File: config.mk
export PLATFORM = sky130hd
export DESIGN_NAME = rob_commit_ctrl
export DESIGN_NICKNAME = d
export VERILOG_FILES = /design/src/rtl/rob_commit_ctrl_pkg.sv /design/src/rtl/rob_commit_ctrl_flush_timer.sv /design/src/rtl/rob_commit_ctrl.sv
export SDC_FILE = /design/constraint.sdc
export NUM_CORES = 1
export LEC_CHECK = 0
export ABC_AREA = 0
export BUFFER_PORTS_ARGS = -buffer_cell sky130_fd_sc_hd__buf_2
export CAP_MARGIN = 20
export CORE_MARGIN = 2
export CORE_UTILIZATION = 25
export DETAILED_ROUTE_END_ITERATION = 10
export HOLD_SLACK_MARGIN = 0.15
export MAX_ROUTING_LAYER = met4
export SETUP_SLACK_MARGIN = 0.05
export SLEW_MARGIN = 20
export SYNTH_ARGS = -nofsm -noshare
export SYNTH_HDL_FRONTEND = slang
export SYNTH_SLANG_ARGS = --single-unit
File: constraint.sdc
create_clock -name clk_in -period 4.1 [get_ports clk_in]
set_clock_uncertainty 0.2 [all_clocks]
set_input_delay 0.41 -clock clk_in [delete_from_list [all_inputs] [get_ports clk_in]]
set_output_delay 0.41 -clock clk_in [all_outputs]
set_load 0.02 [all_outputs]
File: src/rtl/rob_commit_ctrl_pkg.sv
// Shared definitions for the ROB commit controller: parameter defaults and FSM state encodings.
// Tag value 0 is reserved as "no tag", so live tags run 1..2**Q_WIDTH-1.
package rob_commit_ctrl_pkg;

  localparam int unsigned REG_ADDR_WIDTH_DEF = 5;
  localparam int unsigned Q_WIDTH_DEF        = 4;
  localparam int unsigned FLUSH_CYCLES_DEF   = 2;

  typedef enum logic [1:0] {
    S_RUN     = 2'd0,
    S_ST_WAIT = 2'd1,
    S_FLUSH   = 2'd2
  } state_e;

  // Counter width able to hold FLUSH_CYCLES-1, never narrower than one bit.
  function automatic int unsigned flush_cnt_width(input int unsigned cycles);
    return (cycles > 1) ? $clog2(cycles) : 1;
  endfunction

endpackage

File: src/rtl/rob_commit_ctrl_flush_timer.sv
// Loadable down-counter that holds flush high for exactly FLUSH_CYCLES enabled cycles
// after a load and flags the final flush cycle on done_out.
module rob_commit_ctrl_flush_timer
  import rob_commit_ctrl_pkg::*;
#(
  parameter int unsigned FLUSH_CYCLES = FLUSH_CYCLES_DEF
) (
  input  logic clk_in,
  input  logic rst_in,
  input  logic en_in,
  input  logic load_in,
  output logic flush_out,
  output logic done_out
);

  localparam int unsigned CW = flush_cnt_width(FLUSH_CYCLES);

  logic [CW-1:0] r_cnt;
  logic          r_flush;

  always_ff @(posedge clk_in) begin
    if (rst_in) begin
      r_cnt   <= '0;
      r_flush <= 1'b0;
    end else if (en_in) begin
      if (load_in) begin
        r_flush <= 1'b1;
        r_cnt   <= CW'(FLUSH_CYCLES - 1);
      end else if (r_flush) begin
        if (r_cnt == '0) begin
          r_flush <= 1'b0;
        end else begin
          r_cnt <= r_cnt - CW'(1);
        end
      end
    end
  end

  assign flush_out = r_flush;
  assign done_out  = r_flush && (r_cnt == '0);

endmodule

File: src/rtl/rob_commit_ctrl.sv
// Retirement sequencer at the ROB head: regfile writes, store commit handshake, mispredict flush.
// Optional retire/mispredict counters are built when ROB_COMMIT_STATS_EN is defined.
module rob_commit_ctrl
  import rob_commit_ctrl_pkg::*;
#(
  parameter int unsigned REG_ADDR_WIDTH = REG_ADDR_WIDTH_DEF,
  parameter int unsigned Q_WIDTH        = Q_WIDTH_DEF,
  parameter int unsigned FLUSH_CYCLES   = FLUSH_CYCLES_DEF
) (
  input  logic                      clk_in,
  input  logic                      rst_in,
  input  logic                      rdy_in,
  input  logic                      head_valid,
  input  logic [Q_WIDTH-1:0]        head_q,
  input  logic                      head_is_store,
  input  logic                      head_is_branch,
  input  logic [REG_ADDR_WIDTH-1:0] head_reg_addr,
  input  logic [31:0]               head_v,
  input  logic [31:0]               head_npc,
  input  logic [31:0]               head_pred_pc,
  output logic                      rob_pop,
  output logic                      rf_we,
  output logic [REG_ADDR_WIDTH-1:0] rf_waddr,
  output logic [31:0]               rf_wdata,
  output logic [Q_WIDTH-1:0]        rf_wq,
  output logic                      st_req,
  output logic [Q_WIDTH-1:0]        st_q,
  input  logic                      st_ack,
  output logic                      flush,
  output logic [31:0]               redirect_pc,
  output logic [31:0]               stat_commits,
  output logic [31:0]               stat_mispredicts
);

  state_e             r_state;
  state_e             w_state_next;
  logic               r_st_req;
  logic [Q_WIDTH-1:0] r_st_q;
  logic [31:0]        r_redirect_pc;
  logic               w_store_start;
  logic               w_store_done;
  logic               w_mispredict;
  logic               w_flush_done;

  always_ff @(posedge clk_in) begin
    if (rst_in) begin
      r_state <= S_RUN;
    end else if (rdy_in) begin
      r_state <= w_state_next;
    end
  end

  always_comb begin
    w_state_next  = r_state;
    rob_pop       = 1'b0;
    rf_we         = 1'b0;
    w_store_start = 1'b0;
    w_store_done  = 1'b0;
    w_mispredict  = 1'b0;
    if (rdy_in) begin
      case (r_state)
        S_RUN: begin
          if (head_valid) begin
            if (head_is_store) begin
              w_store_start = 1'b1;
              w_state_next  = S_ST_WAIT;
            end else if (head_is_branch) begin
              rob_pop = 1'b1;
              if (head_npc != head_pred_pc) begin
                w_mispredict = 1'b1;
                w_state_next = S_FLUSH;
              end
            end else begin
              rob_pop = 1'b1;
              rf_we   = (head_reg_addr != '0);
            end
          end
        end
        S_ST_WAIT: begin
          // Only an ack against an outstanding request retires the store.
          if (st_ack && r_st_req) begin
            rob_pop      = 1'b1;
            w_store_done = 1'b1;
            w_state_next = S_RUN;
          end
        end
        S_FLUSH: begin
          if (w_flush_done) begin
            w_state_next = S_RUN;
          end
        end
        default: w_state_next = S_RUN;
      endcase
    end
  end

  always_ff @(posedge clk_in) begin
    if (rst_in) begin
      r_st_req      <= 1'b0;
      r_st_q        <= '0;
      r_redirect_pc <= '0;
    end else if (rdy_in) begin
      if (w_store_start) begin
        r_st_req <= 1'b1;
        r_st_q   <= head_q;
      end else if (w_store_done) begin
        r_st_req <= 1'b0;
      end
      if (w_mispredict) begin
        r_redirect_pc <= head_npc;
      end
    end
  end

  rob_commit_ctrl_flush_timer #(
    .FLUSH_CYCLES(FLUSH_CYCLES)
  ) u_flush_timer (
    .clk_in   (clk_in),
    .rst_in   (rst_in),
    .en_in    (rdy_in),
    .load_in  (w_mispredict),
    .flush_out(flush),
    .done_out (w_flush_done)
  );

  assign rf_waddr    = head_reg_addr;
  assign rf_wdata    = head_v;
  assign rf_wq       = head_q;
  assign st_req      = r_st_req;
  assign st_q        = r_st_q;
  assign redirect_pc = r_redirect_pc;

`ifdef ROB_COMMIT_STATS_EN
  logic [31:0] r_stat_commits;
  logic [31:0] r_stat_mispredicts;

  always_ff @(posedge clk_in) begin
    if (rst_in) begin
      r_stat_commits     <= '0;
      r_stat_mispredicts <= '0;
    end else begin
      if (rob_pop) r_stat_commits <= r_stat_commits + 32'd1;
      if (w_mispredict) r_stat_mispredicts <= r_stat_mispredicts + 32'd1;
    end
  end

  assign stat_commits     = r_stat_commits;
  assign stat_mispredicts = r_stat_mispredicts;
`else
  assign stat_commits     = '0;
  assign stat_mispredicts = '0;
`endif

endmodule

==> results of run 1 <==
## routing by layer
metal  GRT usage
met5           -
met2      0.1697
met1      0.1251
met3     0.02497
met4     0.04390
## cells by family after synthesis
kind of cell	share of synthesized area
other	0.001245
buffers and inverters	0.2994
AOI/OAI and AO/OA	0.03405
muxes	0.1063
and+or+nand+nor	0.1935
xor gates and xnor gates	0.09302
DFF	0.2724
## through the flow
step                utilization  instance area, µm²
global route             0.2820                3359
CTS                      0.2820                3359
detailed placement       0.2675                3187
global placement         0.2675                3187
floorplan                     -                3249
==> summary.md, run 1 <==
| Metric | Value |
|---|---|
| Ys Warns | `0` |
| Resize count post-CTS | `0` |
| Initial antenna violation count | `0` |
| Total track usage | `0.1047` |
| Post-CTS Setup Bufs | `0` |
| I/O pins | `257` |
| Total clock sinks | `between 40 and 50` |
| FP Rows | `40` |
| Largest cells by area after synthesis | `dfxtp_1 (27%), buf_4 (26%), nand2b_1 (13%), mux2i_1 (11%), xor2_1 (9.3%)` |
| Initial core utilization | `0.2529` |
| Largest net degree at the start of global routing | `between 70 and 80` |
| Stopping stage | `detailed routing (5_2_route)` |
| Port bufs | `between 100 and 150` |
| Syn_area_per_cell | `8.967 µm²` |
| CTS max path bufs | `2` |
| Cell taking the most area after synthesis | `dfxtp_1` |
| Root Buffer | `clkbuf_16` |
| Pre-CTS setup slack | `~1.3 ns` |
| Hold-fix buffers, CTS | `0` |
| Total grt overflow | `0` |
| DPL Wire Length | `~5.7 mm` |
| Ys async rst share | `0` |
| Main flop type after synthesis | `dfxtp_1` |
| First-pass GRT wire length | `10.07 mm` |
| Gate Count Post-Synth | `between 300 and 400` |
| Most frequent cell after synthesis | `buf_4` |
| Placed Cells | `between 500 and 600` |
| Cell area after synthesis | `3013 µm²` |
| Synth top cells by count | `buf_4 (105), nand2b_1 (61), dfxtp_1 (41)` |
| Number of synthesized flops with an enable pin | `0` |
| Routability cong. | `between 0.7 and 0.8` |
| Yosys reg bits | `just over 40` |
| Die H | `113.8 µm` |
| Chip width | `roughly 110 µm` |
| Total CTS buffers | `5` |
| Status | `did not finish` |
| Vias in the first global route | `between 1500 and 2000` |
| Post-synth top area share | `0.2724` |
| Synth cell types | `27` |
| Register area share after synthesis | `0.2724` |
| Err | `[ERROR DRT-0255] Maze Route cannot find path of net head_v[30] in worker of routeBox ( 96600 0 ) ( 113780 48300 ).` |
| H-Tree Depth | `2` |
==> inputs of run 2 (changes only) <==
--- a/config.mk
+++ b/config.mk
@@ -9,11 +9,9 @@
 export BUFFER_PORTS_ARGS = -buffer_cell sky130_fd_sc_hd__buf_2
 export CAP_MARGIN = 20
 export CORE_MARGIN = 2
-export CORE_UTILIZATION = 25
+export CORE_UTILIZATION = 20
 export DETAILED_ROUTE_END_ITERATION = 10
-export HOLD_SLACK_MARGIN = 0.15
-export MAX_ROUTING_LAYER = met4
-export SETUP_SLACK_MARGIN = 0.05
+export PLACE_DENSITY_LB_ADDON = 0.15
 export SLEW_MARGIN = 20
 export SYNTH_ARGS = -nofsm -noshare
 export SYNTH_HDL_FRONTEND = slang
==> run 2 against run 1 <==
Against the previous run:
- the flow now finishes without violations
- global-route usage fell by 1.8 points
- area after synthesis unchanged
- synthesized cell count unchanged
==> summary.md, run 2 <==
| Metric | Value |
|---|---|
| Routed len/inst | `~12 µm` |
| Met1 Routed Length | `between 2 and 3 mm` |
| Gate Count Post-Synth | `336` |
| First-pass GRT wire length | `around 11 mm` |
| Vias per inst | `roughly 3.6` |
| Post-CTS Setup Bufs | `0` |
| Status | `finished clean` |
| Crit. End Element | `register` |
| Initial core utilization | `0.2057` |
| Initial antenna violation count | `0` |
| N_diodes | `0` |
| DRT iter0 DRCs | `42` |
| Post-synthesis xor/xnor area fraction | `0.09302` |
| Total clock sinks | `between 40 and 50` |
| Ys async rst share | `0` |
| Via count | `about 2200` |
| Synth cell types | `27` |
| Worst Tran Pin Value | `0.9705 ns` |
| I/O pins | `257` |
| Simple-gate share of the synthesized area | `0.1935` |
| Main combinational cell family by area after synthesis | `buffers and inverters` |
| Hold-fix buffers, CTS | `0` |
| Commonest non-fill, non-tap cells in the layout | `buf_2 (128), conb_1 (64), nand2b_1 (61)` |
| Hold Crit Class | `input pin to register` |
| Max-Cap Viols | `0` |
| Most common cell after layout, fill and taps aside | `buf_2` |
| Total grt overflow | `0` |
| Post-synth top area share | `0.2724` |
| Residual antenna-violating net count after detailed routing | `0` |
| Final hold viol count | `0` |
| TritonCTS clock tree | `done` |
| Req. time, crit path | `about 4 ns` |
| Total track usage | `0.08687` |
| Resize count post-CTS | `0` |
| CP Max Fanout | `17` |
| Ys Warns | `0` |
| Die area | `around 16000 µm²` |
| Total CTS buffers | `5` |
| Final nets | `around 530` |
| Largest cells by area after synthesis | `dfxtp_1 (27%), buf_4 (26%), nand2b_1 (13%), mux2i_1 (11%), xor2_1 (9.3%)` |
| Vias in the first global route | `about 2000` |
| Top Metal Used | `met4` |
| Hold slack final | `0.1980 ns` |
| Number of synthesized flops with an enable pin | `0` |
| P_leak | `~1.6 nW` |
| Die H | `approximately 130 µm` |
| CTS clk-pin slew, worst paths | `0.06 ns` |
| Yosys reg bits | `~40` |
| Max-slew violation count | `0` |
| Syn_area_per_cell | `roughly 9 µm²` |
| # fillers | `roughly 1600` |
| Drt drc | `0` |
| Layout cells sized above 1 | `0.3397` |
| Largest register FFs | `32` |
| Routed length on met2 | `between 3 and 4 mm` |
| Final WL | `~7.3 mm` |
| Port bufs | `between 100 and 150` |
| Chip width | `roughly 130 µm` |
| Routability cong. | `between 0.7 and 0.8` |
| Root Buffer | `clkbuf_16` |
| 1st-pass router iterations | `4` |
| Worst EP arrival | `~2.4 ns` |
| Cell area after synthesis | `approximately 3000 µm²` |
| Register area share after synthesis | `0.2724` |
| Fin crit period | `~2.4 ns` |
| Max VDD drop | `between 0.1 and 0.15 mV` |
| Setup TNS | `0 ns` |
| Core area | `approximately 15000 µm²` |
| Setup crit start kind | `register` |
| Fmax | `412.2 MHz` |
| Compound-cell area share of the yosys netlist | `0.03405` |
| Cell taking the most area after synthesis | `dfxtp_1` |
| Adder-cell share of the synthesized area | `0` |
| RSZ-0062 raised after global routing | `no` |
| CTS max path bufs | `2` |
| H-Tree Depth | `2` |
| Synth top cells by count | `buf_4 (105), nand2b_1 (61), dfxtp_1 (41)` |
| Rel. slew slack | `0.3530` |
| Most frequent cell after synthesis | `buf_4` |
| Worst skew pair latency | `roughly 0.28 ns` |
| DPL Wire Length | `slightly below 6 mm` |
| Crit path kind | `register to register` |
| Post-synthesis mux area share | `0.1063` |
| Pwr dens | `~320 nW/µm²` |
| Tcrit/Tclk final | `0.5917` |
| Largest net degree at the start of global routing | `74` |
| Setup violations, final | `0` |
| Met3 wire length | `854 µm` |
| Main flop type after synthesis | `dfxtp_1` |
| FP Rows | `between 40 and 50` |
| Area Overhead vs Synth | `13.29%` |
==> run 2: cell counts after synthesis <==
Identical to the previous run, type by type.
==> run 2: cells by family after synthesis <==
group / after synthesis
buf+inv: 120
simple gates: 92
mux: 32
flops: 41
xor+xnor: 32
compound gates: 18
other cells: 1
==> run 2: worst paths after layout <==
path | start | endpoint | slack (ns) | cells past startpoint
max | r_state[1] | redirect_pc[31] | 1.67 | 6
min | head_q[0] | st_q[0] | 0.20 | 3
max reg2reg | r_state[1] | redirect_pc[31] | 1.67 | 6
min reg2reg | st_q[2] | st_q[2] | 0.26 | 2
==> run 2: power by group <==
part / switching [mW] / leakage, nW / internal [mW]
registers: 0.00576 / 0.332 / 0.408
clock network: 0.166 / 0.0810 / 0.289
logic: 0.141 / 1.18 / 0.0761
total: 0.313 / 1.60 / 0.773
==> run 2: cell type report <==
cell class | instances | area [µm²] | area share
clock buffers | 6 | 128.9 | 0.03776
clock inverters | 2 | 38.79 | 0.01136
inverters | 2 | 7.507 | 0.002199
multi-input cells | 238 | 1526 | 0.4472
flip-flops and latches | 41 | 820.8 | 0.2405
well taps | 184 | 230.2 | 0.06745
repair buffers | 129 | 660.6 | 0.1935
==> run 2: metal layers <==
metal	GRT usage	vias to the layer above
li1	-	1072
met1	0.1008	957
met2	0.1345	121
met3	0.04429	21
met4	0.03814	0
met5	0	-
==> run 2: per-stage QoR <==
stage | setup WS, ns | cell area (µm²) | utilization | instances | power (mW)
global placement | 1.386 | 3246 | 0.2216 | 594 | 0.6437
finish | 1.674 | 3413 | 0.2331 | 602 | 1.086
floorplan | 2.124 | 3249 | - | 399 | 0.6626
CTS | 1.567 | 3413 | 0.2331 | 602 | 1.114
detailed placement | 1.335 | 3246 | 0.2216 | 594 | 0.6438
global route | 1.429 | 3413 | 0.2331 | 602 | 1.148
==> run 2: critical path, cell delays in order, from the launching register on <==
cell     delay, ns
dfxtp_1       0.32
nor2b_2       0.15
and3b_1       0.29
and2b_1       0.33
o211a_2       0.61
buf_12        0.25
mux2i_1       0.20
No activity file was read; power rests on OpenSTA's default activity.
==> inputs of run 3 (changes only) <==
--- a/config.mk
+++ b/config.mk
@@ -5,7 +5,7 @@
 export SDC_FILE = /design/constraint.sdc
 export NUM_CORES = 1
 export LEC_CHECK = 0
-export ABC_AREA = 0
+export ABC_AREA = 1
 export BUFFER_PORTS_ARGS = -buffer_cell sky130_fd_sc_hd__buf_2
 export CAP_MARGIN = 20
 export CORE_MARGIN = 2
==> constraint.sdc (replaced) <==
create_clock -name clk_in -period 2.2 [get_ports clk_in]
set_clock_uncertainty 0.2 [all_clocks]
set_input_delay 0.22 -clock clk_in [delete_from_list [all_inputs] [get_ports clk_in]]
set_output_delay 0.22 -clock clk_in [all_outputs]
set_load 0.02 [all_outputs]
==> run 3 against run 2 <==
Against the previous run:
- sequential share of layout area down 2.9 points
- combinational power is 150% higher
- worst setup slack lost 1.3 ns
- cell count up 39%
- sequential cell count unchanged
- critical path depth is the same
- critical path type is now register to output port
- total power is 90% higher
==> summary.md, run 3 <==
| Metric | Value |
|---|---|
| Post-route cell area | `approximately 3900 µm²` |
| CTS clk-pin slew, worst paths | `about 0.060 ns` |
| Initial antenna violation count | `0` |
| Worst Tran Pin Value | `0.6293 ns` |
| Most frequent cell after synthesis | `nand2_1` |
| Vias per inst | `between 3 and 4` |
| Req. time, crit path | `about 1.8 ns` |
| Final hold viol count | `0` |
| CP Max Fanout | `4` |
| Setup TNS | `0 ns` |
| Port bufs | `about 130` |
| Status | `finished clean` |
| Setup violations, final | `0` |
| Main flop type after synthesis | `dfxtp_1` |
| Die H | `around 130 µm` |
| Adder-cell share of the synthesized area | `0` |
| Hold Crit Depth | `3` |
| Worst EP arrival | `approximately 1.4 ns` |
| DPL Wire Length | `a little over 7 mm` |
| Total grt overflow | `0` |
| Largest net degree at the start of global routing | `34` |
| Compound-cell area share of the yosys netlist | `0.02612` |
| Simple-gate share of the synthesized area | `0.2716` |
| Chip width | `about 130 µm` |
| RSZ-0062 raised after global routing | `no` |
| Syn_area_per_cell | `6.351 µm²` |
| Met3 wire length | `629 µm` |
| Residual antenna-violating net count after detailed routing | `0` |
| Fmax | `about 560 MHz` |
| Final nets | `just over 700` |
| Crit path kind | `register to output port` |
| Rel. slew slack | `0.5805` |
| 1st-pass router iterations | `4` |
| Max-slew violation count | `0` |
| N_diodes | `0` |
| Core area | `about 16000 µm²` |
| I/O pins | `257` |
| Largest register FFs | `32` |
| Setup crit start kind | `register` |
| H-Tree Depth | `2` |
| Total clock sinks | `41` |
| TritonCTS clock tree | `done` |
| FP Rows | `between 40 and 50` |
| Layout cells sized above 1 | `0.2524` |
| Met1 Routed Length | `3.994 mm` |
| Die area | `between 15000 and 20000 µm²` |
| CTS max path bufs | `2` |
| Synth top cells by count | `nand2_1 (121), buf_4 (107), inv_1 (105)` |
| Number of synthesized flops with an enable pin | `0` |
| DRT iter0 DRCs | `a little under 90` |
| WP depth | `6` |
| Commonest non-fill, non-tap cells in the layout | `buf_2 (128), nand2_1 (121), inv_1 (105)` |
| Initial core utilization | `0.2036` |
| Hold Crit Class | `input pin to register` |
| Worst-path cell chain | `nor2_1 -> inv_2 -> nor2_2 -> nand2_1 -> a211oi_1 -> buf_2` |
| Routability cong. | `0.7181` |
| CP peak stage delay | `roughly 0.35 ns` |
| Crit. End Element | `output port` |
| Ys async rst share | `0` |
| Post-synthesis mux area share | `0` |
| Worst r2r path cells | `10` |
| Dpl cell area | `around 3700 µm²` |
| CP bufs+invs | `2` |
| Synth cell types | `24` |
| Max-Cap Viols | `0` |
| Cell taking the most area after synthesis | `dfxtp_1` |
| Gate Count Post-Synth | `roughly 530` |
| Area Overhead vs Synth | `15.63%` |
| Fin crit period | `approximately 1.8 ns` |
| Vias in the first global route | `between 2000 and 3000` |
| Max VDD drop | `roughly 0.23 mV` |
| Post-CTS Setup Bufs | `0` |
| Worst skew pair latency | `slightly below 0.3 ns` |
| Total CTS buffers | `5` |
| Most common cell after layout, fill and taps aside | `buf_2` |
| Total track usage | `0.1001` |
| Routed len/inst | `around 11 µm` |
| Via count | `just under 3000` |
| Final WL | `approximately 8.9 mm` |
| Tcrit/Tclk final | `0.8188` |
| P_leak | `about 2.2 nW` |
| Crit path max-delay family | `flip-flops` |
| Ys Warns | `0` |
| Cell area after synthesis | `roughly 3400 µm²` |
| Top Metal Used | `met4` |
| Pwr dens | `between 500 and 600 nW/µm²` |
| Core Util, Final | `0.2355` |
| Yosys reg bits | `41` |
| CP max stage cell | `dfxtp_1` |
| Largest cells by area after synthesis | `dfxtp_1 (24%), buf_4 (24%), nand2_1 (14%), inv_1 (12%), nand4_1 (6.2%)` |
| Post-synth top area share | `0.2448` |
| Routed length on met2 | `4.141 mm` |
| Main combinational cell family by area after synthesis | `buffers and inverters` |
| Post-synthesis xor/xnor area fraction | `0.06007` |
| Register area share after synthesis | `0.2448` |
| Root Buffer | `clkbuf_16` |
| Drt drc | `0` |
| First-pass GRT wire length | `between 10 and 15 mm` |
==> run 3: worst reg2reg max path, cell delays in order (launching register included) <==
cell and delay [ns]:
dfxtp_1 0.35, nor2_1 0.12, inv_2 0.06, nor2_2 0.09, nand2_1 0.10, inv_2 0.22, nand3_4 0.14, buf_12 0.20
nand2_1 0.08, inv_2 0.03, nor2_1 0.09
==> run 3: cell families (layout without fill, tap and decap cells) <==
logic type             after synthesis  in the layout
flip-flops                          41             41
XOR/XNOR                            23             23
AND/OR/NAND/NOR                    210            210
buffers and inverters              237            260
AO/OA/AOI/OAI                       16             16
other                                1             64
==> run 3: metrics by stage <==
stage / hold WS (ns) / power (mW) / std cells / worst slack, ns
4_1_cts: 0.0005398 / 2.107 / 834 / 0.3758
5_1_grt: 0.01512 / 2.200 / 834 / 0.2810
3_3_place_gp: 0.2401 / 1.347 / 825 / 0.3098
2_1_floorplan: 0.1849 / 1.344 / 591 / 0.5843
6_report: 0.01249 / 2.060 / 834 / 0.3987
3_5_place_dp: 0.2401 / 1.352 / 825 / 0.2904
==> run 3: worst paths after layout <==
path	startpoint	end	slack, ns
max	r_state[1]	rf_we	0.40
min	head_q[2]	st_q[2]	0.01
max reg2reg	r_state[1]	redirect_pc[28]	0.46
min reg2reg	st_q[1]	st_q[1]	0.26
==> run 3: repair_timing <==
item | CTS | global route
hold endpoints to repair | 1 | 0
hold buffers | 1 | 0
setup endpoints to repair | 0 | 0
resized for setup | 0 | 0
==> run 3: power breakdown <==
group          switching, mW  total, mW  internal, mW
Combinational          0.355      0.538         0.184
Clock                  0.306      0.729         0.423
Sequential            0.0184      0.793         0.775
==> run 3: metal layers <==
| layer | vias up | GRT usage |
|---|---|---|
| met1 | 1228 | 0.1260 |
| li1 | 1558 | - |
| met2 | 136 | 0.1632 |
| met5 | - | 0 |
| met3 | 14 | 0.02816 |
| met4 | 0 | 0.03664 |
==> run 3: final cells by class <==
class                   count  area, µm²
clock buffers               8      136.4
fillers                  1908      12590
inverters                 115      431.7
multi-input cells         313       1440
flip-flops and latches     41      820.8
well taps                 220      275.3
repair buffers            137      773.2
==> inputs of run 4 (changes only) <==
==> constraint.sdc (replaced) <==
create_clock -name clk_in -period 1.7 [get_ports clk_in]
set_clock_uncertainty 0.2 [all_clocks]
set_input_delay 0.17 -clock clk_in [delete_from_list [all_inputs] [get_ports clk_in]]
set_output_delay 0.17 -clock clk_in [all_outputs]
set_load 0.02 [all_outputs]
==> run 4 against run 3 <==
Against the previous run:
- count of clock-buffer cells in the layout shrank 1
- die area is the same
- first-iteration DRC count shrank 1.1%
- combinational power grew 41%
- non-clock buffer count grew 32
==> summary.md, run 4 (synthesis results as in run 3) <==
| Metric | Value |
|---|---|
| Routed length on met2 | `4.241 mm` |
| Max VDD drop | `0.2812 mV` |
| Hold Crit Depth | `5` |
| Crit path kind | `register to output port` |
| Worst Hold Endpoint | `redirect_pc[12]` |
| CP Max Fanout | `3` |
| First-pass GRT wire length | `roughly 14 mm` |
| Final WL | `between 9 and 10 mm` |
| CP max stage cell | `dfxtp_2` |
| Total clock sinks | `between 40 and 50` |
| H-Tree Depth | `2` |
| Sequential cell area | `823.3 µm²` |
| Chip width | `approximately 130 µm` |
| Tcrit/Tclk final | `0.9709` |
| Placed Cells | `~850` |
| P_leak | `2.370 nW` |
| Fin crit period | `1.651 ns` |
| Total power | `roughly 2.7 mW` |
| Initial antenna violation count | `0` |
| Layout cells sized above 1 | `0.2961` |
| Setup crit start kind | `register` |
| Via count | `between 3000 and 4000` |
| DPL Wire Length | `a little over 7 mm` |
| Port bufs | `between 100 and 150` |
| Post-CTS Setup Bufs | `0` |
| Status | `finished clean` |
| Crit. End Element | `output port` |
| CP bufs+invs | `2` |
| Residual antenna-violating net count after detailed routing | `0` |
| Hold Crit Class | `input pin to register` |
| Final hold viol count | `0` |
| Routability cong. | `about 0.70` |
| Worst r2r src | `r_state[0]` |
| Die area | `between 15000 and 20000 µm²` |
| Largest net degree at the start of global routing | `34` |
| Area of the multi-input gates | `1465 µm²` |
| Req. time, crit path | `~1.3 ns` |
| TritonCTS clock tree | `done` |
| Total grt overflow | `0` |
| Total CTS buffers | `5` |
| Max-Cap Viols | `0` |
| FP Rows | `between 40 and 50` |
| Most common cell after layout, fill and taps aside | `buf_2` |
| Area Overhead vs Synth | `23.43%` |
| FF-to-FF setup slack | `between 0.1 and 0.15 ns` |
| Met3 wire length | `684 µm` |
| Final std cells w/o fill | `between 800 and 900` |
| Commonest non-fill, non-tap cells in the layout | `buf_2 (127), nand2_1 (120), inv_1 (105)` |
| Die H | `between 100 and 150 µm` |
| I/O pins | `about 260` |
| CP peak stage delay | `between 0.3 and 0.4 ns` |
| Total track usage | `0.1002` |
| Core area | `around 16000 µm²` |
| CTS clk-pin slew, worst paths | `about 0.06 ns` |
| Hold path startpoint | `head_npc[12]` |
| Final nets | `757` |
| Worst EP arrival | `between 1 and 1.5 ns` |
| 1st-pass router iterations | `4` |
| Routed len/inst | `10.49 µm` |
| Worst skew pair latency | `0.28 ns` |
| RSZ-0062 raised after global routing | `yes` |
| Initial core utilization | `0.2036` |
| Top Metal Used | `met4` |
| Crit path max-delay family | `flip-flops` |
| # fillers | `between 1500 and 2000` |
| Max-slew violation count | `0` |
| DRT iter0 DRCs | `87` |
| N_diodes | `0` |
| Pwr dens | `approximately 660 nW/µm²` |
| Setup violations, final | `0` |
| CTS max path bufs | `2` |
| Met1 Routed Length | `roughly 4 mm` |
| Fmax | `around 600 MHz` |
| Setup TNS | `0 ns` |
| Largest register FFs | `32` |
| Reg2reg end | `redirect_pc[13]` |
| Root Buffer | `clkbuf_16` |
| Drt drc | `0` |
| Worst r2r path cells | `10` |
| Worst-path cell chain | `nor2_2 -> inv_2 -> nor2_4 -> nand2_2 -> a211oi_2 -> buf_4` |
| Vias per inst | `between 3 and 4` |
| Vias in the first global route | `roughly 2900` |
run 4: changes by cell type in the layout (fill, tap and decap cells not counted), sizes merged:
cell         delta
clkbuf          -1
buf            +28
dlygate4sd3     +4
run 4: where the power goes:
group,switching (mW),leakage (nW),internal (mW),total (mW)
sequential,0.0241,0.334,1.00,1.03
clock,0.378,0.0700,0.577,0.955
combinational,0.471,1.97,0.285,0.756
total,0.873,2.37,1.87,2.74
run 4: final cells by class:
type | instances | area share
well taps | 220 | 0.06651
clock buffers | 7 | 0.03446
flip-flops and latches | 41 | 0.1989
repair buffers | 169 | 0.2418
inverters | 115 | 0.1043
multi-input cells | 313 | 0.3540
run 4: worst max path at each step:
stage	from	to	cells after the start	slack, ns
floorplan	r_state[0]	rf_we	5	0.16
global placement	head_npc[18]	redirect_pc[12]	14	-0.17
detailed placement	head_npc[18]	redirect_pc[11]	14	-0.21
CTS	r_state[1]	rf_we	6	0.002
global route	r_state[0]	rf_we	6	-0.04
finish	r_state[0]	rf_we	6	0.05
run 4: worst register-to-register path: stages (launching register included):
cell and delay (ns):
dfxtp_2 0.33, nor2_2 0.12, inv_2 0.07, nor2_4 0.09, nand2_2 0.08, inv_2 0.15, nand3_4 0.11, buf_4 0.19
nand2_1 0.06, inv_1 0.03, nor2_1 0.10
run 4: per-layer routing:
metal | track usage | vias up
li1 | - | 1619
met1 | 0.1297 | 1291
met2 | 0.1667 | 143
met3 | 0.02473 | 16
met4 | 0.02660 | 0
met5 | 0 | -
run 4: what timing repair did:
action | CTS | global route
endpoints found under the hold margin | 7 | 0
hold buffers | 5 | 0
resized for setup | 4 | 5
pin swaps | 1 | 1
setup endpoints to repair | 1 | 33
run 4: metrics by stage:
| step | setup WS (ns) | utilization | cell area, µm² | hold slack (ns) |
|---|---|---|---|---|
| 2_1_floorplan | 0.1598 | - | 3590 | 0.1349 |
| 3_3_place_gp | -0.1725 | 0.2378 | 3916 | 0.1401 |
| 3_5_place_dp | -0.2051 | 0.2378 | 3916 | 0.1401 |
| 4_1_cts | 0.001961 | 0.2502 | 4120 | 0.04245 |
| 5_1_grt | -0.04215 | 0.2514 | 4139 | 0.08554 |
| 6_report | 0.04947 | 0.2514 | 4139 | 0.04119 |
